===== config.mk =====
export PLATFORM = sky130hd
export DESIGN_NAME = xcorr_pair_sched
export DESIGN_NICKNAME = d
export VERILOG_FILES = /design/src/rtl/xcorr_pair_sched.sv
export SDC_FILE = /design/constraint.sdc
export NUM_CORES = 1
export LEC_CHECK = 0
export BUFFER_PORTS_ARGS = -buffer_cell sky130_fd_sc_hd__buf_4
export CAP_MARGIN = 20
export CORE_ASPECT_RATIO = 1.1
export CORE_MARGIN = 3
export CORE_UTILIZATION = 51
export CTS_CLUSTER_SIZE = 24
export DETAILED_ROUTE_END_ITERATION = 7
export GPL_ROUTABILITY_DRIVEN = 0
export MAX_ROUTING_LAYER = met4
export PLACE_DENSITY = 0.83
export SYNTH_ARGS = -nofsm -noshare
export SYNTH_HDL_FRONTEND = slang
export SYNTH_SLANG_ARGS = --single-unit

===== constraint.sdc =====
create_clock -name clk -period 3.55 [get_ports clk]
set_clock_uncertainty 0.1 [all_clocks]
set_input_delay 0.71 -clock clk [delete_from_list [all_inputs] [get_ports clk]]
set_output_delay 0.71 -clock clk [all_outputs]
set_load 0.02 [all_outputs]

===== src/rtl/xcorr_pair_sched.sv =====
// xcorr_pair_sched: walks the cross-correlator through every unordered
// microphone pair (x<y) for each captured frame. It drives the channel selects,
// pulses start, and guards each pair with a watchdog. Each finished pair's peak
// lag and value are republished, tagged with the pair index.
module xcorr_pair_sched #(
   parameter int NUM_MICS       = 4,
   parameter int DATAWIDTH      = 24,
   parameter int LAG_W          = 12,
   parameter int TIMEOUT_CYCLES = 4096,
   localparam int NUM_PAIRS     = NUM_MICS * (NUM_MICS - 1) / 2,
   localparam int MIC_W         = $clog2(NUM_MICS),
   // a single pair still needs a 1-bit index
   localparam int PAIR_W        = (NUM_PAIRS > 1) ? $clog2(NUM_PAIRS) : 1
) (
   input  logic                          clk,
   input  logic                          rst,
   input  logic                          frame_ready,
   output logic                          xc_start,
   output logic [MIC_W-1:0]              xc_sel_x,
   output logic [MIC_W-1:0]              xc_sel_y,
   input  logic                          xc_complete,
   input  logic signed [2*DATAWIDTH-1:0] xc_result,
   input  logic signed [LAG_W-1:0]       xc_lag,
   output logic                          lag_valid,
   output logic [PAIR_W-1:0]             lag_pair,
   output logic signed [LAG_W-1:0]       lag_out,
   output logic signed [2*DATAWIDTH-1:0] peak_out,
   output logic                          frame_done,
   output logic                          busy,
   output logic                          timeout_err,
   output logic                          frame_drop
);

   localparam int WD_W = $clog2(TIMEOUT_CYCLES);
   localparam logic [WD_W-1:0]   WDOG_LAST = WD_W'(TIMEOUT_CYCLES - 1);
   localparam logic [MIC_W-1:0]  LAST_MIC  = MIC_W'(NUM_MICS - 1);
   localparam logic [PAIR_W-1:0] LAST_PAIR = PAIR_W'(NUM_PAIRS - 1);

   typedef enum logic [2:0] {
      S_IDLE  = 3'd0,
      S_START = 3'd1,
      S_WAIT  = 3'd2,
      S_STORE = 3'd3,
      S_DONE  = 3'd4
   } state_t;

   state_t                          r_state;
   logic [MIC_W-1:0]                r_sel_x;
   logic [MIC_W-1:0]                r_sel_y;
   logic [PAIR_W-1:0]               r_pair;
   logic [WD_W-1:0]                 r_wdog;
   logic                            r_xc_start;
   logic                            r_lag_valid;
   logic                            r_frame_done;
   logic                            r_timeout_err;
   logic                            r_frame_drop;
   logic signed [LAG_W-1:0]         r_lag_out;
   logic signed [2*DATAWIDTH-1:0]   r_peak_out;

   logic w_row_end;
   logic w_last;
   logic w_expire;
   logic w_adv;

   // y has reached the last mic: the next pair starts a new x row
   assign w_row_end = (r_sel_y == LAST_MIC);
   assign w_last    = (r_pair == LAST_PAIR);
   // completion takes priority over a watchdog expiring in the same cycle
   assign w_expire  = (r_state == S_WAIT) && !xc_complete && (r_wdog == WDOG_LAST);
   assign w_adv     = (r_state == S_STORE) || w_expire;

   // Sequencing FSM with registered outputs; pair advance is shared by STORE and timeout
   always_ff @(posedge clk) begin
      if (rst) begin
         r_state       <= S_IDLE;
         r_sel_x       <= '0;
         r_sel_y       <= '0;
         r_pair        <= '0;
         r_wdog        <= '0;
         r_xc_start    <= 1'b0;
         r_lag_valid   <= 1'b0;
         r_frame_done  <= 1'b0;
         r_timeout_err <= 1'b0;
         r_frame_drop  <= 1'b0;
         r_lag_out     <= '0;
         r_peak_out    <= '0;
      end else begin
         r_xc_start   <= 1'b0;
         r_lag_valid  <= 1'b0;
         r_frame_done <= 1'b0;
         r_frame_drop <= frame_ready && (r_state != S_IDLE);

         case (r_state)
            S_IDLE: begin
               if (frame_ready) begin
                  r_sel_x       <= '0;
                  r_sel_y       <= MIC_W'(1);
                  r_pair        <= '0;
                  r_timeout_err <= 1'b0;
                  r_xc_start    <= 1'b1;
                  r_state       <= S_START;
               end
            end
            S_START: begin
               r_wdog  <= '0;
               r_state <= S_WAIT;
            end
            S_WAIT: begin
               if (xc_complete) begin
                  r_lag_out   <= xc_lag;
                  r_peak_out  <= xc_result;
                  r_lag_valid <= 1'b1;
                  r_state     <= S_STORE;
               end else if (r_wdog == WDOG_LAST) begin
                  r_timeout_err <= 1'b1;
               end else begin
                  r_wdog <= r_wdog + 1'b1;
               end
            end
            S_STORE: begin
            end
            S_DONE: begin
               r_state <= S_IDLE;
            end
            default: begin
               r_state <= S_IDLE;
            end
         endcase

         if (w_adv) begin
            if (w_last) begin
               r_frame_done <= 1'b1;
               r_state      <= S_DONE;
            end else begin
               r_xc_start <= 1'b1;
               r_pair     <= r_pair + 1'b1;
               r_state    <= S_START;
               if (w_row_end) begin
                  r_sel_x <= r_sel_x + 1'b1;
                  r_sel_y <= r_sel_x + MIC_W'(2);
               end else begin
                  r_sel_y <= r_sel_y + 1'b1;
               end
            end
         end
      end
   end

   assign xc_start    = r_xc_start;
   assign xc_sel_x    = r_sel_x;
   assign xc_sel_y    = r_sel_y;
   assign lag_valid   = r_lag_valid;
   assign lag_pair    = r_pair;
   assign lag_out     = r_lag_out;
   assign peak_out    = r_peak_out;
   assign frame_done  = r_frame_done;
   assign busy        = (r_state != S_IDLE);
   assign timeout_err = r_timeout_err;
   assign frame_drop  = r_frame_drop;

endmodule

==> metrics.txt, run 1 <==
final wirelength approximately 9400 um; highest routed layer met4; final period utilization 65.0%; vias in the first global route roughly 3200; final max-slew violation count 0; CP Data Arrival Time roughly 2500 ps; synth unique cells 47; syn_nets just under 500; worst slack, placed 1050 ps; switch share between 20% and 30%; DRC 0; Cell Pwr Density roughly 440 mW/mm^2; r2r endpoint xc_sel_y[0]; Int Pwr 1.56 mW; CP max FO 14; Worst Reg2Reg Path Length in Cells 4; Worst Hold End peak_out[2]; Post-synth top cells nand2_1, dfxtp_1, a21oi_1; Final WS setup between 1000 and 1500 ps; total CTS buffers 9; Worst slew margin about 49%; DP HPWL approximately 6600 um; DR vias/cell 5.40; Max-Cap Viols 0; initial antenna violation count 0; hold depth 2; mean post-synth cell area between 8 and 9 sq um; Area contributors post-synth dfxtp_1, nand2_1, a21oi_1, clkbuf_1, mux2i_1; Gate power share 13.9%; sequential fraction of design power between 40% and 50%; post-synth top area share about 50%; Final Hold Fails 0; Worst Tran Pin Value about 770 ps; antenna diode count 0; GRT Util Overall 24.4%; Psw roughly 0.55 mW; # rows 30; Met1 Wirelength roughly 3800 um; setup slack, reg-to-reg between 1000 and 1500 ps; Synth area leader dfxtp_1; final setup fails 0; Hold-fix buffers, CTS 0; Critical Path Source Type flip-flop; async set-reset flop share out of synthesis 0%; clk root buf clkbuf_8; Hold Startpoint peak_out[2]; layout cells sized above 1 between 30% and 40%; core area ~0.0064 sq mm; RSZ-0062 raised after global routing no; Clock Power Share 36.9%; CTS H-tree depth 3; largest net degree at the start of global routing 76; cts repair resizes 0; total leakage power around 2.0 nW; Mapped Cells ~420; DRT Pass-1 Iters 5; Worst setup EP type flip-flop; first-pass GRT wire length 15000 um; Tmin final roughly 2300 ps; WP data required roughly 3700 ps; Initial DRC Count around 160; yosys warns 0; Chip Width around 84 um; Layout Area Growth over Synthesis 37.7%; worst-skew pair later-pin latency 360 ps; Post-synth EDFFs 0; Max rail drop VDD between 0.3 and 0.4 mV; sequential element share of the synthesized area roughly 50%; Initial Utilization a little over half; kind of critical path reg2reg; DR WL/cell 14.8 um; Max clock buf depth 2; Synth Flop Type dfxtp_1; Final #Nets between 600 and 700; GRT Residual Overflow 0; CTS sink count a little under 90; Setup Fix Bufs, Post-CTS 0; Hold Crit Class reg2reg; Tot Pwr about 2.1 mW; Die Ht between 90 and 100 um; Reg clk slew, reported paths 80 ps; Yosys reg bits 87; outcome finished clean; die area 0.00779 sq mm; setup TNS 0 ps; via count around 3400; f_max around 430 MHz; routed length on met2 4710 um; top-count cell post-synth nand2_1; Top Ports approximately 140; hold slack approximately 360 ps; met3 routed WL slightly above 600 um; DRT antenna net count 0; Mapped Area approximately 0.0035 sq mm; r2r startpoint r_state[1]; CTS tree done; port buffer count around 140
sequential cells by signal (all words and copies together), names as in the netlist, 2 cells and up:
signal,count
lag_out,12
lag_pair,3
peak_out,48
r_state,3
r_wdog,12
xc_sel_x,2
xc_sel_y,2
critical path: stages (launching register included):
cell     delay [ps]
dfxtp_1         580
or4b_4          540
nor4_4          360
o21ai_0         290
o221a_2         330
cell type report:
type                       count  area, sq um
sequential                    87         1740
fill                         503         1630
multi-input combinational    303         1590
timing repair buffer         142         1070
clock buffer                  10          138
tap                           80          100
clock inverter                 6         91.3
inverter                       6         22.5
per-layer routing:
metal / global-route usage [%] / up-vias
met3: 5.84 / 23
li1: - / 1698
met1: 28.1 / 1562
met5: - / -
met2: 40.2 / 138
met4: 11.5 / 0
worst max path at each step:
stage | endpoint | start
final | xc_sel_y[0] | r_state[1]
after global routing | xc_sel_y[0] | r_state[1]
after CTS | xc_sel_y[0] | r_state[1]
after detailed placement | xc_sel_x[1] | xc_complete
after global placement | xc_sel_y[0] | xc_complete
after floorplan | xc_sel_x[0] | xc_complete
power by group through the flow:
stage | clock (mW) | sequential, mW | combinational, mW
after global routing | 0.834 | 1.05 | 0.317
final | 0.778 | 1.04 | 0.293
after CTS | 0.791 | 1.04 | 0.294
after detailed placement | 0 | 1.06 | 0.292
after global placement | 0 | 1.06 | 0.286
after floorplan | 0 | 1.09 | 0.121
cells in the final DEF (no fill, tap or decap), drive strengths merged, types with 2 or more instances in the layout:
| cell | count |
|---|---|
| buf | 142 |
| nand2 | 138 |
| dfxtp | 87 |
| a21oi | 70 |
| clkbuf | 10 |
| nand3 | 9 |
| o21ai | 8 |
| nor2 | 8 |
| or3 | 6 |
| mux2i | 6 |
| inv | 6 |
| nand4 | 5 |
| ha | 4 |
| and3 | 4 |
| clkinv | 4 |
| or2 | 3 |
| nor3b | 3 |
| o22ai | 3 |
| or4 | 3 |
| nor4b | 3 |
| o21a | 2 |
| o211ai | 2 |
| o31ai | 2 |
| o2111ai | 2 |
| a211oi | 2 |
| xor2 | 2 |
| o311ai | 2 |
| bufinv | 2 |
| nor4 | 2 |
cell families after synthesis:
logic type	synth area share (%)
AOI/OAI and AO/OA	16.5
xor gates and xnor gates	0.762
adders and majority gates	1.45
buffers and inverters	3.55
DFF	50.5
muxes	2.07
and+or+nand+nor	25.2
per-stage QoR:
step                cell area (sq um)  util (%)  std cells
finish                           4750      74.5        634
global route                     4750      74.5        634
CTS                              4750      74.5        634
detailed placement               4520      70.9        618
global placement                 4520      70.9        618
floorplan                        3450         -        422
No activity file was read; power rests on OpenSTA's default activity.
==> run 2, diff against run 1 <==
--- a/config.mk
+++ b/config.mk
@@ -5,16 +5,17 @@
 export SDC_FILE = /design/constraint.sdc
 export NUM_CORES = 1
 export LEC_CHECK = 0
+export ABC_AREA = 1
 export BUFFER_PORTS_ARGS = -buffer_cell sky130_fd_sc_hd__buf_4
 export CAP_MARGIN = 20
 export CORE_ASPECT_RATIO = 1.1
 export CORE_MARGIN = 3
-export CORE_UTILIZATION = 51
+export CORE_UTILIZATION = 49
 export CTS_CLUSTER_SIZE = 24
 export DETAILED_ROUTE_END_ITERATION = 7
 export GPL_ROUTABILITY_DRIVEN = 0
 export MAX_ROUTING_LAYER = met4
-export PLACE_DENSITY = 0.83
+export PLACE_DENSITY = 0.79
 export SYNTH_ARGS = -nofsm -noshare
 export SYNTH_HDL_FRONTEND = slang
 export SYNTH_SLANG_ARGS = --single-unit
==> constraint.sdc (replaced) <==
create_clock -name clk -period 2.27 [get_ports clk]
set_clock_uncertainty 0.1 [all_clocks]
set_input_delay 0.454 -clock clk [delete_from_list [all_inputs] [get_ports clk]]
set_output_delay 0.454 -clock clk [all_outputs]
set_load 0.02 [all_outputs]
==> run 2 against run 1 <==
  * Non-clock buffer count did not move
  * Largest power group unchanged
  * Area after synthesis up 7.3%
  * Sequential share of layout area fell by 1.2 points
  * Total power rose by 53%
  * Register-to-register slack worse by 880 ps
  * Clock power rose by 40%
  * Critical endpoint is now lag_pair[2]
  * Sequential cell count did not move
  * Clock-buffer cell count grew 1
  * Worst setup slack got worse by 880 ps
==> metrics.txt, run 2 <==
outcome finished clean; Worst Tran Pin Value 599 ps (-170 ps); Top Ports 137 (unchanged); post-synth top area share 47.1% (-3.4 points); Initial Utilization 51.6% (-2.4 points); kind of critical path reg2reg; Synth area leader dfxtp_1; Final WS setup 362 ps (-880 ps); final setup fails 0 (unchanged); cts repair resizes 0 (unchanged); CP most frequent cell nand2_1; CP max stage cell dfxtp_1; Clock Power Share 33.9% (-3.0 points); final instance area 0.00491 sq mm (+3.3%); WP data required 2420 ps (-1280 ps); port buffer count 136 (unchanged); Final #Nets 679 (+10%); Hold-fix buffers, CTS 0 (unchanged); Yosys reg bits 87 (unchanged); Chip Width 88.9 um (+5.3%); total leakage power 2.03 nW (+4.2%); GRT Residual Overflow 0 (unchanged); core area 0.00717 sq mm (+12%); Post-DP Area 0.00471 sq mm (+4.1%); Hold Crit Class in2reg; GRT Util Overall 24.0% (-0.40 points); setup TNS 0 ps (unchanged); final period utilization 84.1% (+19 points); Synth Flop Type dfxtp_1; Tmin final 1910 ps (-400 ps); top-count cell post-synth nand2_1; Die Ht 97.2 um (+5.3%); share of the core filled with cells 68.5% (-6.0 points); final max-slew violation count 0 (unchanged); layout cells sized above 1 27.9% (-2.9 points); synth unique cells 34 (-28%); Critical Path Source Type flip-flop; Post-synth EDFFs 0 (unchanged); total CTS buffers 9 (unchanged); Worst slew margin 60.1% (+11 points); CP max stage delay 380 ps (-200 ps); syn_nets 558 (+14%); antenna diode count 0 (unchanged); initial antenna violation count 0 (unchanged); # rows 32 (+6.7%); DRT antenna net count 0 (unchanged); Tot Pwr 3.22 mW (+53%); f_max 524 MHz (+21%); RSZ-0062 raised after global routing no; Int Pwr 2.32 mW (+49%); Mapped Cells 490 (+16%); DR vias/cell 5.31 (-1.6%); leading cell type in the layout, fill and taps excluded buf_4; final wirelength 9950 um (+6.1%); Max clock buf depth 2 (unchanged); Layout Area Growth over Synthesis 32.7%; async set-reset flop share out of synthesis 0% (unchanged); Psw 0.898 mW (+64%); Post-synth top cells nand2_1, dfxtp_1, nand3_1; CTS tree done; die area 0.00863 sq mm (+11%); Cell Pwr Density 656 mW/mm^2 (+48%); Worst setup EP type flip-flop; most frequent cells in the layout buf_4, nand2_1, dfxtp_1, nand3_1, a21oi_1; worst slack, placed 431 ps (-621 ps); CTS H-tree depth 3 (unchanged); CTS sink count 87 (unchanged); max reg flops 48 (unchanged); Mapped Area 0.00370 sq mm (+7.3%); sequential element share of the synthesized area 47.1% (-3.4 points); DRT Pass-1 Iters 4 (-1); largest net degree at the start of global routing 61 (-20%); worst-skew pair later-pin latency 350 ps (about the same); DP HPWL 6970 um (+6.2%); CP max FO 12 (-2); vias in the first global route 3514 (+8.7%); Gate power share 16.1% (+2.2 points); Max-Cap Viols 0 (unchanged); Max rail drop VDD 0.482 mV (+21%); Initial DRC Count 176 (+9.3%); Setup Fix Bufs, Post-CTS 0 (unchanged); mean post-synth cell area 7.55 sq um (-7.6%); via count 3723 (+8.8%); Final Hold Fails 0 (unchanged); switch share 27.9% (+1.9 points); Area contributors post-synth dfxtp_1, nand2_1, nand3_1, a21oi_1, nor2_1; CP Data Arrival Time 2060 ps (-400 ps); sequential fraction of design power 50.0% (+0.7 points); yosys warns 0 (unchanged); DRC 0 (unchanged); clk root buf clkbuf_8; DR WL/cell 14.2 um (-4.0%); first-pass GRT wire length 16300 um (+8.9%); Reg clk slew, reported paths 90 ps (about the same); CP cell instances ha_1, nand2_1, nor2_4, nand4_4, nand2_1, nand2_1, nor2_1, nor2_1
[run 2: final cells by class]
cell class              count  area, sq um
fillers                   607         2260
clock buffers              11          141
clock inverters             5         57.6
well taps                  85          106
flip-flops and latches     87         1740
multi-input cells         350         1710
repair buffers            142         1070
inverters                  21         83.8
[run 2: cell families after synthesis]
group,Yosys count,share of synthesized area (%)
AOI/OAI and AO/OA,90,12.7
xor gates and xnor gates,6,1.42
adders and majority gates,4,1.35
buffers and inverters,53,6.66
DFF,87,47.1
and+or+nand+nor,250,30.8
[run 2: worst max-delay path: cells and delay by family (launching register included)]
family	cells	cell delay [ps]
AND/OR/NAND/NOR	7	1140
flip-flops	1	380
adder cells (fa/ha/maj)	1	180
[run 2: worst paths after layout]
check           startpoint            to  slack [ps]  cells after the start
min reg2reg    timeout_err   timeout_err         360                      2
max reg2reg      r_wdog[1]   lag_pair[2]         360                      8
min          xc_result[44]  peak_out[44]         270                      3
max              r_wdog[1]   lag_pair[2]         360                      8
[run 2: per-stage QoR]
stage | cells | hold WS (ps)
finish | 701 | 272
global route | 701 | 264
CTS | 701 | 261
detailed placement | 685 | 350
global placement | 685 | 348
floorplan | 490 | 370
[run 2: metal layers]
layer	vias up	part of all wire (%)	GRT usage (%)
met1	1739	42	30.2
met4	0	2.6	8.14
met5	-	0	-
li1	1856	-	-
met3	24	6.4	6.87
met2	104	49	36.6
[run 2: power groups by stage]
stage	combinational [mW]	sequential, mW	clock [mW]
6_report	0.519	1.61	1.09
5_1_grt	0.565	1.62	1.17
4_1_cts	0.521	1.61	1.11
3_5_place_dp	0.520	1.64	0
3_3_place_gp	0.513	1.64	0
2_1_floorplan	0.260	1.70	0
==> run 3, diff against run 2 <==
--- a/config.mk
+++ b/config.mk
@@ -10,12 +10,12 @@
 export CAP_MARGIN = 20
 export CORE_ASPECT_RATIO = 1.1
 export CORE_MARGIN = 3
-export CORE_UTILIZATION = 49
+export CORE_UTILIZATION = 44
 export CTS_CLUSTER_SIZE = 24
 export DETAILED_ROUTE_END_ITERATION = 7
 export GPL_ROUTABILITY_DRIVEN = 0
 export MAX_ROUTING_LAYER = met4
-export PLACE_DENSITY = 0.79
+export PLACE_DENSITY = 0.75
 export SYNTH_ARGS = -nofsm -noshare
 export SYNTH_HDL_FRONTEND = slang
 export SYNTH_SLANG_ARGS = --single-unit
==> constraint.sdc (replaced) <==
create_clock -name clk -period 1.7 [get_ports clk]
set_clock_uncertainty 0.1 [all_clocks]
set_input_delay 0.34 -clock clk [delete_from_list [all_inputs] [get_ports clk]]
set_output_delay 0.34 -clock clk [all_outputs]
set_load 0.02 [all_outputs]
==> run 3 against run 2 <==
  * Design area up 5.7%
  * Via count up 1.8%
  * Core utilization down 4.0 points
  * Combinational power up 56%
  * Sequential power up 34%
  * Routed wire length up 6.8%
  * Maximum frequency up 17%
  * Worst setup slack worse by 290 ps
  * First-iteration DRC count up 50%
==> metrics.txt, run 3 (synthesis gave the netlist of run 2 again) <==
CP cell instances ha_4, nand2_2, nor2_4, nand3_2, nand2_4, nand2_8, nand2_8, nand2_1, a21oi_1; Initial DRC Count 264 (+50%); die area 0.00955 sq mm (+11%); Max-Cap Viols 0 (unchanged); most frequent cells in the layout buf_4, nand2_1, dfxtp_1, nand3_1, a21oi_1; Max rail drop VDD 0.519 mV (+7.6%); antenna diode count 0 (unchanged); # rows 34 (+6.3%); total leakage power 2.13 nW (+4.6%); vias in the first global route 3511 (-0.085%); Tmin final 1630 ps (-277 ps); Final Hold Fails 0 (unchanged); Max clock buf depth 2 (unchanged); worst-skew pair later-pin latency 340 ps (about the same); Post-DP Area 0.00484 sq mm (+2.7%); Layout Area Growth over Synthesis 40.2%; max reg flops 48 (unchanged); largest net degree at the start of global routing 46 (-25%); final instance area 0.00519 sq mm (+5.7%); CP max stage delay 370 ps (about the same); kind of critical path reg2reg; DRT antenna net count 0 (unchanged); DRC 0 (unchanged); initial antenna violation count 0 (unchanged); CTS H-tree depth 3 (unchanged); setup TNS 0 ps (unchanged); outcome finished clean; DR WL/cell 14.4 um (+1.2%); Worst Tran Pin Value 438 ps (-161 ps); Worst slew margin 70.7% (+11 points); Initial Utilization 46.0% (-5.6 points); CTS tree done; layout cells sized above 1 30.9% (+2.9 points); hold slack 164 ps (-108 ps); first-pass GRT wire length 16300 um (-0.51%); GRT Residual Overflow 0 (unchanged); WP data required 1870 ps (-550 ps); DRT Pass-1 Iters 4 (unchanged); Reg clk slew, reported paths 90 ps (about the same); Final #Nets 696 (+2.5%); clk root buf clkbuf_8; CP Data Arrival Time 1800 ps (-260 ps); core area 0.00804 sq mm (+12%); FILL cells 682 (+12%); CP max FO 6 (-6); total CTS buffers 9 (unchanged); final setup fails 0 (unchanged); CP max stage cell dfxtp_2; final period utilization 96.0% (+12 points); Top delay family on crit path simple AND/OR/NAND/NOR gates; Hold Crit Class in2reg; setup slack, reg-to-reg 70 ps (-290 ps); leading cell type in the layout, fill and taps excluded buf_4; Chip Width 93.4 um (+5.2%); final wirelength 10600 um (+6.8%); CTS sink count 87 (unchanged); WP buf/inv 0 (unchanged); worst slack, placed 29.2 ps (-402 ps); f_max 613 MHz (+17%); Die Ht 102 um (+5.2%); Final WS setup 68.7 ps (-293 ps); GRT Util Overall 21.8% (-2.2 points); DR vias/cell 5.12 (-3.6%); final max-slew violation count 0 (unchanged); CP most frequent cell nand2_8; via count 3790 (+1.8%); Cell Pwr Density 835 mW/mm^2 (+27%); Critical Path Source Type flip-flop; Worst setup EP type flip-flop; port buffer count 136 (unchanged); DP HPWL 7380 um (+5.8%); Top Ports 137 (unchanged)
## run 3: power breakdown
part	switching, mW	internal (mW)	total, mW
combinational	0.461	0.351	0.812
sequential	0.0460	2.11	2.15
clock	0.701	0.668	1.37
total	1.21	3.13	4.33
## run 3: layout make-up
cell class,count,area [sq um],share of cell area (%)
clock inverters,4,47.5,0.917
multi-input cells,352,1800,34.6
clock buffers,11,131,2.53
inverters,21,86.3,1.66
flip-flops and latches,87,1750,33.7
well taps,108,135,2.60
repair buffers,157,1240,24.0
## run 3: routing by layer
| layer | GRT usage [%] | share of wire (%) |
|---|---|---|
| met5 | - | 0 |
| met4 | 8.23 | 1.6 |
| met3 | 6.85 | 7.6 |
| met2 | 33.4 | 50 |
| met1 | 27.0 | 41 |
## run 3: path summary, 6_finish.rpt
| kind | from | cells past startpoint | end |
|---|---|---|---|
| worst max register to register | r_wdog[1] | 9 | r_wdog[7] |
| worst min register to register | timeout_err | 2 | timeout_err |
| worst max-delay path | r_wdog[1] | 9 | r_wdog[7] |
| worst min-delay path | xc_result[41] | 3 | peak_out[41] |
## run 3: tightest hold or removal path, cell delays in order
cell and delay, ps:
buf_4 110, nand3_1 70, a21oi_1 60
## run 3: per-stage QoR
| stage | cells | utilization (%) | power, mW |
|---|---|---|---|
| after global routing | 740 | 64.5 | 4.52 |
| after detailed placement | 716 | 60.2 | 2.93 |
| after CTS | 731 | 62.4 | 4.29 |
| after global placement | 716 | 60.2 | 2.91 |
| final | 740 | 64.5 | 4.33 |
| after floorplan | 490 | - | 2.62 |
## run 3: repair_timing
item / 4_1_cts / 5_1_grt
setup endpoints to repair: 0 / 44
gates resized for setup: 0 / 16
buffers inserted: 0 / 7
hold buffers: 0 / 0
